===== config.mk =====
export PLATFORM = sky130hd
export DESIGN_NAME = pulse_burst_flat
export DESIGN_NICKNAME = d
export VERILOG_FILES = /design/src/rtl/pulse_burst_if.sv /design/src/rtl/pulse_burst.sv /design/src/flat_wrapper.sv
export SDC_FILE = /design/constraint.sdc
export NUM_CORES = 1
export LEC_CHECK = 0
export BUFFER_PORTS_ARGS = -buffer_cell sky130_fd_sc_hd__buf_2
export CELL_PAD_IN_SITES_DETAIL_PLACEMENT = 0
export CELL_PAD_IN_SITES_GLOBAL_PLACEMENT = 1
export CORE_ASPECT_RATIO = 2
export CORE_MARGIN = 2
export CORE_UTILIZATION = 44
export DETAILED_ROUTE_END_ITERATION = 12
export PLACE_DENSITY_LB_ADDON = 0.1
export RECOVER_POWER = 50
export SLEW_MARGIN = 20
export SYNTH_ARGS = -nofsm -noshare
export SYNTH_HDL_FRONTEND = slang
export SYNTH_SLANG_ARGS = --single-unit
export TNS_END_PERCENT = 5

===== constraint.sdc =====
create_clock -name clk -period 2.45 [get_ports clk]
set_clock_uncertainty 0.2 [all_clocks]
set_input_delay 0 -clock clk [delete_from_list [all_inputs] [get_ports clk]]
set_output_delay 0 -clock clk [all_outputs]
set_load 0.01 [all_outputs]

===== src/rtl/pulse_burst_if.sv =====
`default_nettype none
// ============================================================================
//  Module      : pulse_burst_if
//  Description : Trigger/abort strobes and burst status bundle for pulse_burst.
//  Revision    : 1.0 - initial release
// ============================================================================
interface pulse_burst_if #(
    parameter int DROPW = 8
) ();
    logic             trig;
    logic             abort;
    logic             pulse;
    logic             busy;
    logic             done;
    logic [DROPW-1:0] dropped;

    modport master (
        output trig,
        output abort,
        input  pulse,
        input  busy,
        input  done,
        input  dropped
    );

    modport slave (
        input  trig,
        input  abort,
        output pulse,
        output busy,
        output done,
        output dropped
    );
endinterface
`default_nettype wire


===== src/rtl/pulse_burst.sv =====
`default_nettype none
// ============================================================================
//  Module      : pulse_burst
//  Description : Trigger-driven burst sequencer: delay, then COUNT pulses of
//                HIGH cycles separated by LOW cycles; busy/done/dropped status.
//  Revision    : 1.0 - initial release
// ============================================================================
module pulse_burst #(
    parameter int DLY    = 2,
    parameter int HIGH   = 2,
    parameter int LOW    = 3,
    parameter int COUNT  = 4,
    parameter int RETRIG = 0,
    parameter int DROPW  = 8
) (
    input  wire logic        clk,
    input  wire logic        rstn,
    pulse_burst_if.slave     bus
);

    localparam int C_MAX_A  = (DLY > HIGH) ? DLY : HIGH;
    localparam int C_MAX_B  = (LOW > COUNT) ? LOW : COUNT;
    localparam int C_MAX    = (C_MAX_A > C_MAX_B) ? C_MAX_A : C_MAX_B;
    localparam int C_CNT_W  = $clog2(C_MAX + 1) + 1;

    // Terminal counts are clamped at 0 so that unused phases (DLY=0, or LOW=0
    // with a single pulse) still elaborate to legal constants.
    localparam logic [C_CNT_W-1:0] C_DLY_LAST  = C_CNT_W'((DLY   > 0) ? DLY   - 1 : 0);
    localparam logic [C_CNT_W-1:0] C_HIGH_LAST = C_CNT_W'((HIGH  > 0) ? HIGH  - 1 : 0);
    localparam logic [C_CNT_W-1:0] C_LOW_LAST  = C_CNT_W'((LOW   > 0) ? LOW   - 1 : 0);
    localparam logic [C_CNT_W-1:0] C_PCNT_LAST = C_CNT_W'((COUNT > 0) ? COUNT - 1 : 0);

    if (DLY < 0) begin : g_err_dly
        $error("pulse_burst: DLY must be >= 0");
    end
    if (HIGH < 1) begin : g_err_high
        $error("pulse_burst: HIGH must be >= 1");
    end
    if (COUNT < 1) begin : g_err_count
        $error("pulse_burst: COUNT must be >= 1");
    end
    if ((LOW < 1) && (COUNT > 1)) begin : g_err_low
        $error("pulse_burst: LOW must be >= 1 when COUNT > 1");
    end

    typedef enum logic [1:0] {
        S_IDLE = 2'd0,
        S_WAIT = 2'd1,
        S_HIGH = 2'd2,
        S_GAP  = 2'd3
    } state_t;

    state_t             state_q,   state_d;
    logic [C_CNT_W-1:0] cnt_q,     cnt_d;
    logic [C_CNT_W-1:0] pcnt_q,    pcnt_d;
    logic [DROPW-1:0]   dropped_q, dropped_d;
    logic               pulse_q,   pulse_d;
    logic               busy_q,    busy_d;
    logic               done_q,    done_d;
    logic               w_start;

    // A trigger opens a burst from idle, or restarts one when retriggering is on.
    assign w_start = bus.trig && !bus.abort && ((state_q == S_IDLE) || (RETRIG != 0));

    always_comb begin
        state_d   = state_q;
        cnt_d     = cnt_q;
        pcnt_d    = pcnt_q;
        dropped_d = dropped_q;
        done_d    = 1'b0;

        if (bus.abort) begin
            state_d = S_IDLE;
            cnt_d   = '0;
            pcnt_d  = '0;
        end else if (w_start) begin
            state_d = (DLY > 0) ? S_WAIT : S_HIGH;
            cnt_d   = '0;
            pcnt_d  = '0;
        end else begin
            // Only reachable with a trigger while busy and retriggering off.
            if (bus.trig && (dropped_q != {DROPW{1'b1}})) begin
                dropped_d = dropped_q + 1'b1;
            end
            case (state_q)
                S_WAIT: begin
                    if (cnt_q == C_DLY_LAST) begin
                        state_d = S_HIGH;
                        cnt_d   = '0;
                    end else begin
                        cnt_d = cnt_q + 1'b1;
                    end
                end
                S_HIGH: begin
                    if (cnt_q == C_HIGH_LAST) begin
                        cnt_d = '0;
                        if (pcnt_q == C_PCNT_LAST) begin
                            state_d = S_IDLE;
                            pcnt_d  = '0;
                            done_d  = 1'b1;
                        end else begin
                            state_d = S_GAP;
                            pcnt_d  = pcnt_q + 1'b1;
                        end
                    end else begin
                        cnt_d = cnt_q + 1'b1;
                    end
                end
                S_GAP: begin
                    if (cnt_q == C_LOW_LAST) begin
                        state_d = S_HIGH;
                        cnt_d   = '0;
                    end else begin
                        cnt_d = cnt_q + 1'b1;
                    end
                end
                default: begin
                end
            endcase
        end

        pulse_d = (state_d == S_HIGH);
        busy_d  = (state_d != S_IDLE);
    end

    always_ff @(posedge clk or negedge rstn) begin
        if (!rstn) begin
            state_q   <= S_IDLE;
            cnt_q     <= '0;
            pcnt_q    <= '0;
            dropped_q <= '0;
            pulse_q   <= 1'b0;
            busy_q    <= 1'b0;
            done_q    <= 1'b0;
        end else begin
            state_q   <= state_d;
            cnt_q     <= cnt_d;
            pcnt_q    <= pcnt_d;
            dropped_q <= dropped_d;
            pulse_q   <= pulse_d;
            busy_q    <= busy_d;
            done_q    <= done_d;
        end
    end

    assign bus.pulse   = pulse_q;
    assign bus.busy    = busy_q;
    assign bus.done    = done_q;
    assign bus.dropped = dropped_q;

endmodule
`default_nettype wire


===== src/flat_wrapper.sv =====
// flat-port wrapper written by rule: the top's interface ports become plain ports
module pulse_burst_flat 
#(
    parameter int DLY    = 2,
    parameter int HIGH   = 2,
    parameter int LOW    = 3,
    parameter int COUNT  = 4,
    parameter int RETRIG = 0,
    parameter int DROPW  = 8
)
  (clk, rstn, bus_trig, bus_abort, bus_pulse, bus_busy, bus_done, bus_dropped);
  pulse_burst_if #(.DROPW(DROPW)) bus_i ();
  input  wire logic clk;
  input  wire logic rstn;
  input wire logic [$bits(bus_i.trig)-1:0] bus_trig;
  input wire logic [$bits(bus_i.abort)-1:0] bus_abort;
  output wire logic [$bits(bus_i.pulse)-1:0] bus_pulse;
  output wire logic [$bits(bus_i.busy)-1:0] bus_busy;
  output wire logic [$bits(bus_i.done)-1:0] bus_done;
  output wire logic [$bits(bus_i.dropped)-1:0] bus_dropped;
  assign bus_i.trig = bus_trig;
  assign bus_i.abort = bus_abort;
  assign bus_pulse = bus_i.pulse;
  assign bus_busy = bus_i.busy;
  assign bus_done = bus_i.done;
  assign bus_dropped = bus_i.dropped;
  pulse_burst #(.DLY(DLY), .HIGH(HIGH), .LOW(LOW), .COUNT(COUNT), .RETRIG(RETRIG), .DROPW(DROPW)) u_core (.clk(clk), .rstn(rstn), .bus(bus_i));
endmodule

==> results of run 1 <==
-- cell families (layout without fill, tap and decap cells) --
logic type | after synthesis | count (layout) | synth area share (%)
AOI/OAI and AO/OA | 21 | 21 | 14.2
muxes | 2 | 2 | 1.83
xor gates and xnor gates | 9 | 9 | 6.79
and+or+nand+nor | 42 | 42 | 21.2
adders and majority gates | 8 | 8 | 8.62
buffers and inverters | 6 | 27 | 2.05
DFF | 21 | 21 | 45.3
-- final cells by class --
cell class / count / area share (%)
Tap cell: 28 / 2.62
Clock buffer: 4 / 3.37
Inverter: 5 / 1.40
Multi-Input combinational cell: 82 / 45.8
Timing Repair Buffer: 18 / 7.49
Sequential cell: 21 / 39.3
-- registers in the layout, summed over array words and instances (netlist names) --
name	cells
u_core.bus.pulse	1
u_core.bus.done	1
u_core.pcnt_q	4
u_core.bus.busy	1
u_core.state_q	2
u_core.bus.dropped	8
u_core.cnt_q	4
-- worst min path at each step --
stage / end / slack, ns / cells after the start
2_1_floorplan: u_core.bus.busy / -0.50 / 0
3_3_place_gp: u_core.bus.dropped[2] / -0.22 / 1
3_5_place_dp: u_core.bus.dropped[2] / -0.21 / 1
4_1_cts: u_core.bus.dropped[2] / 0.04 / 2
5_1_grt: u_core.bus.dropped[6] / 0.33 / 1
6_report: u_core.cnt_q[0] / 0.29 / 2
-- placed cells by master (no fill, tap or decap), types with 2 or more instances in the layout --
cell	Yosys	final
sky130_fd_sc_hd__a21oi_1	7	7
sky130_fd_sc_hd__and3_1	2	2
sky130_fd_sc_hd__buf_2	1	8
sky130_fd_sc_hd__clkbuf_1	0	7
sky130_fd_sc_hd__clkbuf_8	0	3
sky130_fd_sc_hd__dfrtp_1	21	21
sky130_fd_sc_hd__dlygate4sd3_1	0	3
sky130_fd_sc_hd__ha_1	8	8
sky130_fd_sc_hd__inv_1	5	5
sky130_fd_sc_hd__nand2_1	8	8
sky130_fd_sc_hd__nand3_1	5	5
sky130_fd_sc_hd__nor2_1	9	9
sky130_fd_sc_hd__nor2b_1	2	2
sky130_fd_sc_hd__nor3_1	2	2
sky130_fd_sc_hd__o21ai_0	2	2
sky130_fd_sc_hd__or3_1	2	2
sky130_fd_sc_hd__or4b_1	2	2
sky130_fd_sc_hd__xnor2_1	5	5
sky130_fd_sc_hd__xor2_1	4	4
-- repair_timing --
item | in CTS | in global routing
hold buffers | 3 | 0
buffers inserted | 0 | 0
resized for setup | 0 | 0
endpoints found under the hold margin | 25 | 0
endpoints found under the setup margin | 0 | 0
-- per-layer routing --
| layer | share of wire [%] | track usage (%) | up-vias |
|---|---|---|---|
| li1 | - | - | 433 |
| met1 | 37 | 19.3 | 438 |
| met2 | 59 | 31.4 | 12 |
| met3 | 2.2 | 1.73 | 4 |
| met4 | 1.8 | 9.00 | 0 |
| met5 | 0 | 0 | - |
-- power breakdown --
part,internal (mW),switching (mW)
Clock,0.116,0.114
Sequential,0.384,0.0468
Combinational,0.0785,0.0887
Total,0.579,0.250
-- worst max-delay path, delay by kind of cell, from the launching register on --
kind | cells | cell delay [ns]
muxes | 1 | 0.38
and+or+nand+nor | 1 | 0.49
buffers and inverters | 1 | 0.13
DFF | 1 | 0.40
AOI/OAI and AO/OA | 1 | 0.36
adders and majority gates | 1 | 0.22
-- through the flow --
step	cell area (um^2)	util [%]	instances	power, mW	setup WS [ns]
after floorplan	1160	-	109	0.535	0.291
after global placement	1270	50.0	151	0.605	0.207
after detailed placement	1270	50.0	151	0.607	0.155
after CTS	1340	53.0	158	0.841	0.147
after global routing	1340	52.7	158	0.879	0.000437
final	1340	52.7	158	0.828	0.161
==> Flow_metrics.wiki, run 1 <==
{| class="wikitable"
! Metric !! Value
|-
| Gate count of the mapped netlist || 109
|-
| Detailed-router iteration count before antenna repair || 3
|-
| Die Area || 3090 um^2
|-
| Count of different cell masters after synthesis || 40
|-
| Filler instances || 234
|-
| Clock input transition at the sequential cells of the worst setup and hold paths || 0.08 ns
|-
| Detail-routed net length per standard cell || 14.9 um
|-
| Detailed-route vias per instance || 5.61
|-
| Number of DRC violations after detailed-routing iteration 0 || 13
|-
| Setup CP Type || flip-flop to flip-flop
|-
| RR Endpoint || u_core.bus.dropped[1]
|-
| Input/output buffers || 14
|-
| R2R cell count || 5
|-
| Sequential element share of the synthesized area || 45.3%
|-
| R2r setup slk || 0.16 ns
|-
| # Max-Cap Violations || 0
|-
| Most repeated cell in the gate-level netlist after synthesis || sky130_fd_sc_hd__dfrtp_1
|-
| Sum of negative setup slack || 0 ns
|-
| Worst endpoint data arrival time || 2.24 ns
|-
| CP startpoint kind || flip-flop
|-
| CTS tree || yes
|-
| Slew at the pin closest to its max-slew limit || 1.16 ns
|-
| Nets in the synthesized netlist || 121
|-
| Element type at the critical path end || flip-flop
|-
| Pin count of the biggest net entering global routing || 22
|-
| Peak fanout along the critical path || 5
|-
| Largest incremental delay on the critical path || 0.49 ns
|-
| Remaining number of nets flagged by the antenna check after routing || 0
|-
| Most instantiated flip-flop cell in the synthesis netlist || sky130_fd_sc_hd__dfrtp_1
|-
| Clock tree sinks || 21
|-
| Status || complete, no violations
|-
| Synthesis warning total || 0
|-
| PD cells || 620 nW/um^2
|-
| Req. time, crit path || 2.40 ns
|-
| Synth top area cells || sky130_fd_sc_hd__dfrtp_1 45%, sky130_fd_sc_hd__ha_1 8.6%, sky130_fd_sc_hd__xnor2_1 3.8%
|-
| Number of global-route vias before repair || 850
|-
| Clk Latency, worst-skew pair || 0.26 ns
|-
| Area leader, netlist || sky130_fd_sc_hd__dfrtp_1
|-
| Wire length of the first global-routing pass || 3910 um
|-
| Critical path's slowest cell || sky130_fd_sc_hd__or3b_2
|-
| Number of H-tree branching levels || 1
|-
| Gpl congestion || 0.801
|-
| Maximum buffer depth of the clock tree || 2
|-
| Post-detailed-route DRC marker count || 0
|-
| Number of synthesized flops with an enable pin || 0
|-
| Max-slew headroom || 22.5%
|-
| Post-layout min period || 2.29 ns
|-
| Path category of the worst min-delay check || input port to asynchronous set/reset pin
|-
| GRT overflow || 0
|-
| Synth cell count leaders || 21 x sky130_fd_sc_hd__dfrtp_1, 9 x sky130_fd_sc_hd__nor2_1, 8 x sky130_fd_sc_hd__ha_1, 8 x sky130_fd_sc_hd__nand2_1, 7 x sky130_fd_sc_hd__a21oi_1
|-
| Number of CTS-inserted buffers || 3
|-
| Antenna cells || 0
|-
| Unrepaired setup endpoints after global routing || no
|-
| Capturing instance or port of the critical path || u_core.bus.dropped[1]
|-
| Mean Syn Cell Area || 10.7 um^2
|-
| Largest voltage drop on the vdd net || 0.300 mV
|-
| Total number of vias || 887
|-
| HPWL reported at the end of detailed placement || 1810 um
|-
| Chip Width || 40.3 um
|-
| Cell Area, Synth || 1160 um^2
|-
| Total wire length || 2360 um
|-
| Count of pins over their slew limit || 0
|-
| Total GRT Usage || 18.0%
|-
| Start point of the critical path || u_core.state_q[0]
|-
| Standard-cell rows || 26
|-
| Setup-failing EPs final || 0
|-
| Layout overhead on the synthesized area || 15.1%
|-
| Flip-flop and latch area || 526 um^2
|-
| Placeable core region || 2540 um^2
|-
| Initial antenna violation count || 0
|-
| Ys async rst share || 100%
|-
| Net count, final || 143
|-
| Hold Vio Cnt, Final || 0
|-
| Top achievable clock speed || 0.437 GHz
|-
| Yosys top cell area share || 45.3%
|-
| Top-Level Pins || 15
|-
| Post-synthesis register bit count || 21
|-
| Share of layout cells above drive strength 1 || 15.4%
|-
| Total area of multi-input combinational cells || 612 um^2
|-
| Die outline height || 76.7 um
|-
| Minimum hold slack || 0.288 ns
|-
| CP cell instances || inv_1 > ha_1 > or3b_2 > a41oi_1 > mux2_2
|-
| Leak || 0.619 nW
|-
| Portion of the clock cycle consumed by the worst path in the final layout || 93.4%
|-
| Origin of the critical flop-to-flop path || u_core.state_q[0]
|-
| Starting density of the core || 45.8%
|-
| CTS Root Cell || sky130_fd_sc_hd__clkbuf_8
|}
(Power assumes the default switching activity.)
==> run 2, diff against run 1 <==
--- a/config.mk
+++ b/config.mk
@@ -10,10 +10,11 @@
 export CELL_PAD_IN_SITES_GLOBAL_PLACEMENT = 1
 export CORE_ASPECT_RATIO = 2
 export CORE_MARGIN = 2
-export CORE_UTILIZATION = 44
+export CORE_UTILIZATION = 40
 export DETAILED_ROUTE_END_ITERATION = 12
 export PLACE_DENSITY_LB_ADDON = 0.1
 export RECOVER_POWER = 50
+export SETUP_SLACK_MARGIN = 0.15
 export SLEW_MARGIN = 20
 export SYNTH_ARGS = -nofsm -noshare
 export SYNTH_HDL_FRONTEND = slang
==> run 2 against run 1 <==
Die area increased by 9.2%. First-iteration DRC count decreased by 31%. Design area increased by 1.3%. Clock power decreased by 3%. Via count increased by 0.34%. Critical path type unchanged. Highest routed layer unchanged.
==> Flow_metrics.wiki, run 2 (synthesis gave the netlist of run 1 again) <==
{| class="wikitable"
! Metric !! Value
|-
| Status || complete, no violations (unchanged)
|-
| Sum of negative setup slack || 0 ns (unchanged)
|-
| Number of cells after detailed placement || 151 (unchanged)
|-
| Chip Width || 42.1 um (was 40.3 um)
|-
| Worst endpoint data arrival time || 2.17 ns (was 2.24 ns)
|-
| Total wire length || 2330 um (was 2360 um)
|-
| PD cells || 613 nW/um^2 (was 620 nW/um^2)
|-
| Starting density of the core || 41.9% (was 45.8%)
|-
| Hold Vio Cnt, Final || 0 (unchanged)
|-
| Detail-routed net length per standard cell || 14.6 um (was 14.9 um)
|-
| CTS tree || yes (unchanged)
|-
| Final std cells w/o fill || 160 (was 158)
|-
| Unrepaired setup endpoints after global routing || no (unchanged)
|-
| Path category of the worst min-delay check || input port to asynchronous set/reset pin (unchanged)
|-
| Req. time, crit path || 2.39 ns (was 2.40 ns)
|-
| Detailed-route vias per instance || 5.56 (was 5.61)
|-
| Largest voltage drop on the vdd net || 0.461 mV (was 0.300 mV)
|-
| Setup-failing EPs final || 0 (unchanged)
|-
| Top library cells by usage in the layout, fill and taps aside || 20 x sky130_fd_sc_hd__dfrtp_1, 9 x sky130_fd_sc_hd__nor2_1, 8 x sky130_fd_sc_hd__nand2_1, 8 x sky130_fd_sc_hd__ha_1, 8 x sky130_fd_sc_hd__buf_2 (was 21 x sky130_fd_sc_hd__dfrtp_1, 9 x sky130_fd_sc_hd__nor2_1, 8 x sky130_fd_sc_hd__nand2_1, 8 x sky130_fd_sc_hd__ha_1, 8 x sky130_fd_sc_hd__buf_2)
|-
| CTS Root Cell || sky130_fd_sc_hd__clkbuf_8 (unchanged)
|-
| Wire length of the first global-routing pass || 4080 um (was 3910 um)
|-
| CP startpoint kind || flip-flop (unchanged)
|-
| Net count, final || 144 (was 143)
|-
| Post-detailed-route DRC marker count || 0 (unchanged)
|-
| HPWL reported at the end of detailed placement || 1810 um (about the same)
|-
| Layout overhead on the synthesized area || 16.6% (was 15.1%)
|-
| Max FFs per register || 8 (unchanged)
|-
| R2R cell count || 5 (unchanged)
|-
| Commonest non-fill, non-tap cell in the layout || sky130_fd_sc_hd__dfrtp_1 (unchanged)
|-
| Maximum buffer depth of the clock tree || 2 (unchanged)
|-
| Dpl cell area || 1260 um^2 (was 1270 um^2)
|-
| Detailed-router iteration count before antenna repair || 3 (unchanged)
|-
| Count of pins over their slew limit || 0 (unchanged)
|-
| Max-slew headroom || 23.8% (was 22.5%)
|-
| Top-Level Pins || 15 (unchanged)
|-
| Placeable core region || 2770 um^2 (was 2540 um^2)
|-
| Post-layout min period || 2.23 ns (was 2.29 ns)
|-
| Die outline height || 80.2 um (was 76.7 um)
|-
| # Max-Cap Violations || 0 (unchanged)
|-
| Summed area of non-filler cells in the final layout || 1350 um^2 (was 1340 um^2)
|-
| Minimum hold slack || 0.281 ns (was 0.288 ns)
|-
| Share of layout cells above drive strength 1 || 17.6% (was 15.4%)
|-
| Peak fanout along the critical path || 5 (unchanged)
|-
| Setup CP Type || flip-flop to flip-flop (unchanged)
|-
| Portion of the clock cycle consumed by the worst path in the final layout || 91.0% (was 93.4%)
|-
| Pin count of the biggest net entering global routing || 22 (unchanged)
|-
| Top achievable clock speed || 0.449 GHz (was 0.437 GHz)
|-
| Clock input transition at the sequential cells of the worst setup and hold paths || 0.07 ns (was 0.08 ns)
|-
| Gpl congestion || 0.732 (was 0.801)
|-
| Number of CTS-inserted buffers || 3 (unchanged)
|-
| Input/output buffers || 14 (unchanged)
|-
| Clk Latency, worst-skew pair || 0.26 ns (about the same)
|-
| Total GRT Usage || 15.8% (was 18.0%)
|-
| Leak || 0.624 nW (was 0.619 nW)
|-
| Remaining number of nets flagged by the antenna check after routing || 0 (unchanged)
|-
| Total number of vias || 890 (was 887)
|-
| Element type at the critical path end || flip-flop (unchanged)
|-
| Number of H-tree branching levels || 1 (unchanged)
|-
| Initial antenna violation count || 0 (unchanged)
|-
| Filler instances || 273 (was 234)
|-
| Clock tree sinks || 21 (unchanged)
|-
| Number of global-route vias before repair || 928 (was 850)
|-
| Slew at the pin closest to its max-slew limit || 1.14 ns (was 1.16 ns)
|-
| Util after Layout || 48.9% (was 52.7%)
|-
| GRT overflow || 0 (unchanged)
|-
| Standard-cell rows || 27 (was 26)
|-
| Die Area || 3380 um^2 (was 3090 um^2)
|-
| Number of DRC violations after detailed-routing iteration 0 || 9 (was 13)
|-
| Antenna cells || 0 (unchanged)
|}
==> run 2: changes by cell type in the layout (fill, tap and decap cells not counted), sizes merged <==
cell and delta:
buf +1
==> run 2: timing repair <==
item	4_1_cts	5_1_grt
endpoints found under the hold margin	25	0
hold buffers	3	0
resized for setup	1	1
setup endpoints to repair	1	1
buffers inserted	0	2
==> run 2: critical path, stage by stage, from the launching register on <==
cell,delay [ns]
sky130_fd_sc_hd__dfrtp_1,0.39
sky130_fd_sc_hd__inv_1,0.12
sky130_fd_sc_hd__ha_1,0.23
sky130_fd_sc_hd__or3b_2,0.50
sky130_fd_sc_hd__or4b_1,0.54
sky130_fd_sc_hd__xnor2_1,0.14
==> run 2: where the power goes <==
group	switching, mW	total [mW]	internal [mW]
registers	0.0488	0.433	0.384
logic	0.0926	0.174	0.0809
clock network	0.108	0.224	0.116
total	0.249	0.830	0.581
==> run 2: area by class of cell <==
| type | instances | area (um^2) | area share (%) |
|---|---|---|---|
| multi-input cells | 82 | 619 | 45.7 |
| flip-flops and latches | 21 | 527 | 38.9 |
| repair buffers | 19 | 108 | 7.95 |
| clock buffers | 4 | 45.0 | 3.33 |
| well taps | 29 | 36.3 | 2.68 |
| inverters | 5 | 18.8 | 1.39 |
==> run 2: layer usage <==
metal	share of wire (%)	global-route usage (%)	routed length [um]
met1	38	15.1	876
met2	58	32.2	1360
met3	2.0	2.02	47
met4	2.1	6.56	48
met5	0	0	0
==> run 2: final timing paths <==
| kind | slack (ns) | to | start |
|---|---|---|---|
| max | 0.22 | u_core.bus.dropped[5] | u_core.state_q[0] |
| min | 0.28 | u_core.bus.dropped[4] | rstn |
| max reg2reg | 0.22 | u_core.bus.dropped[5] | u_core.state_q[0] |
| min reg2reg | 0.29 | u_core.bus.dropped[6] | u_core.bus.dropped[6] |
| max in group asynchronous | 1.01 | u_core.state_q[1] | rstn |
| min in group clk | 0.29 | u_core.bus.dropped[6] | u_core.bus.dropped[6] |
==> run 2: through the flow <==
step | setup WS, ns | power [mW]
final | 0.221 | 0.830
after global routing | 0.157 | 0.886
after CTS | 0.192 | 0.838
after detailed placement | 0.147 | 0.606
after global placement | 0.208 | 0.605
after floorplan | 0.291 | 0.535
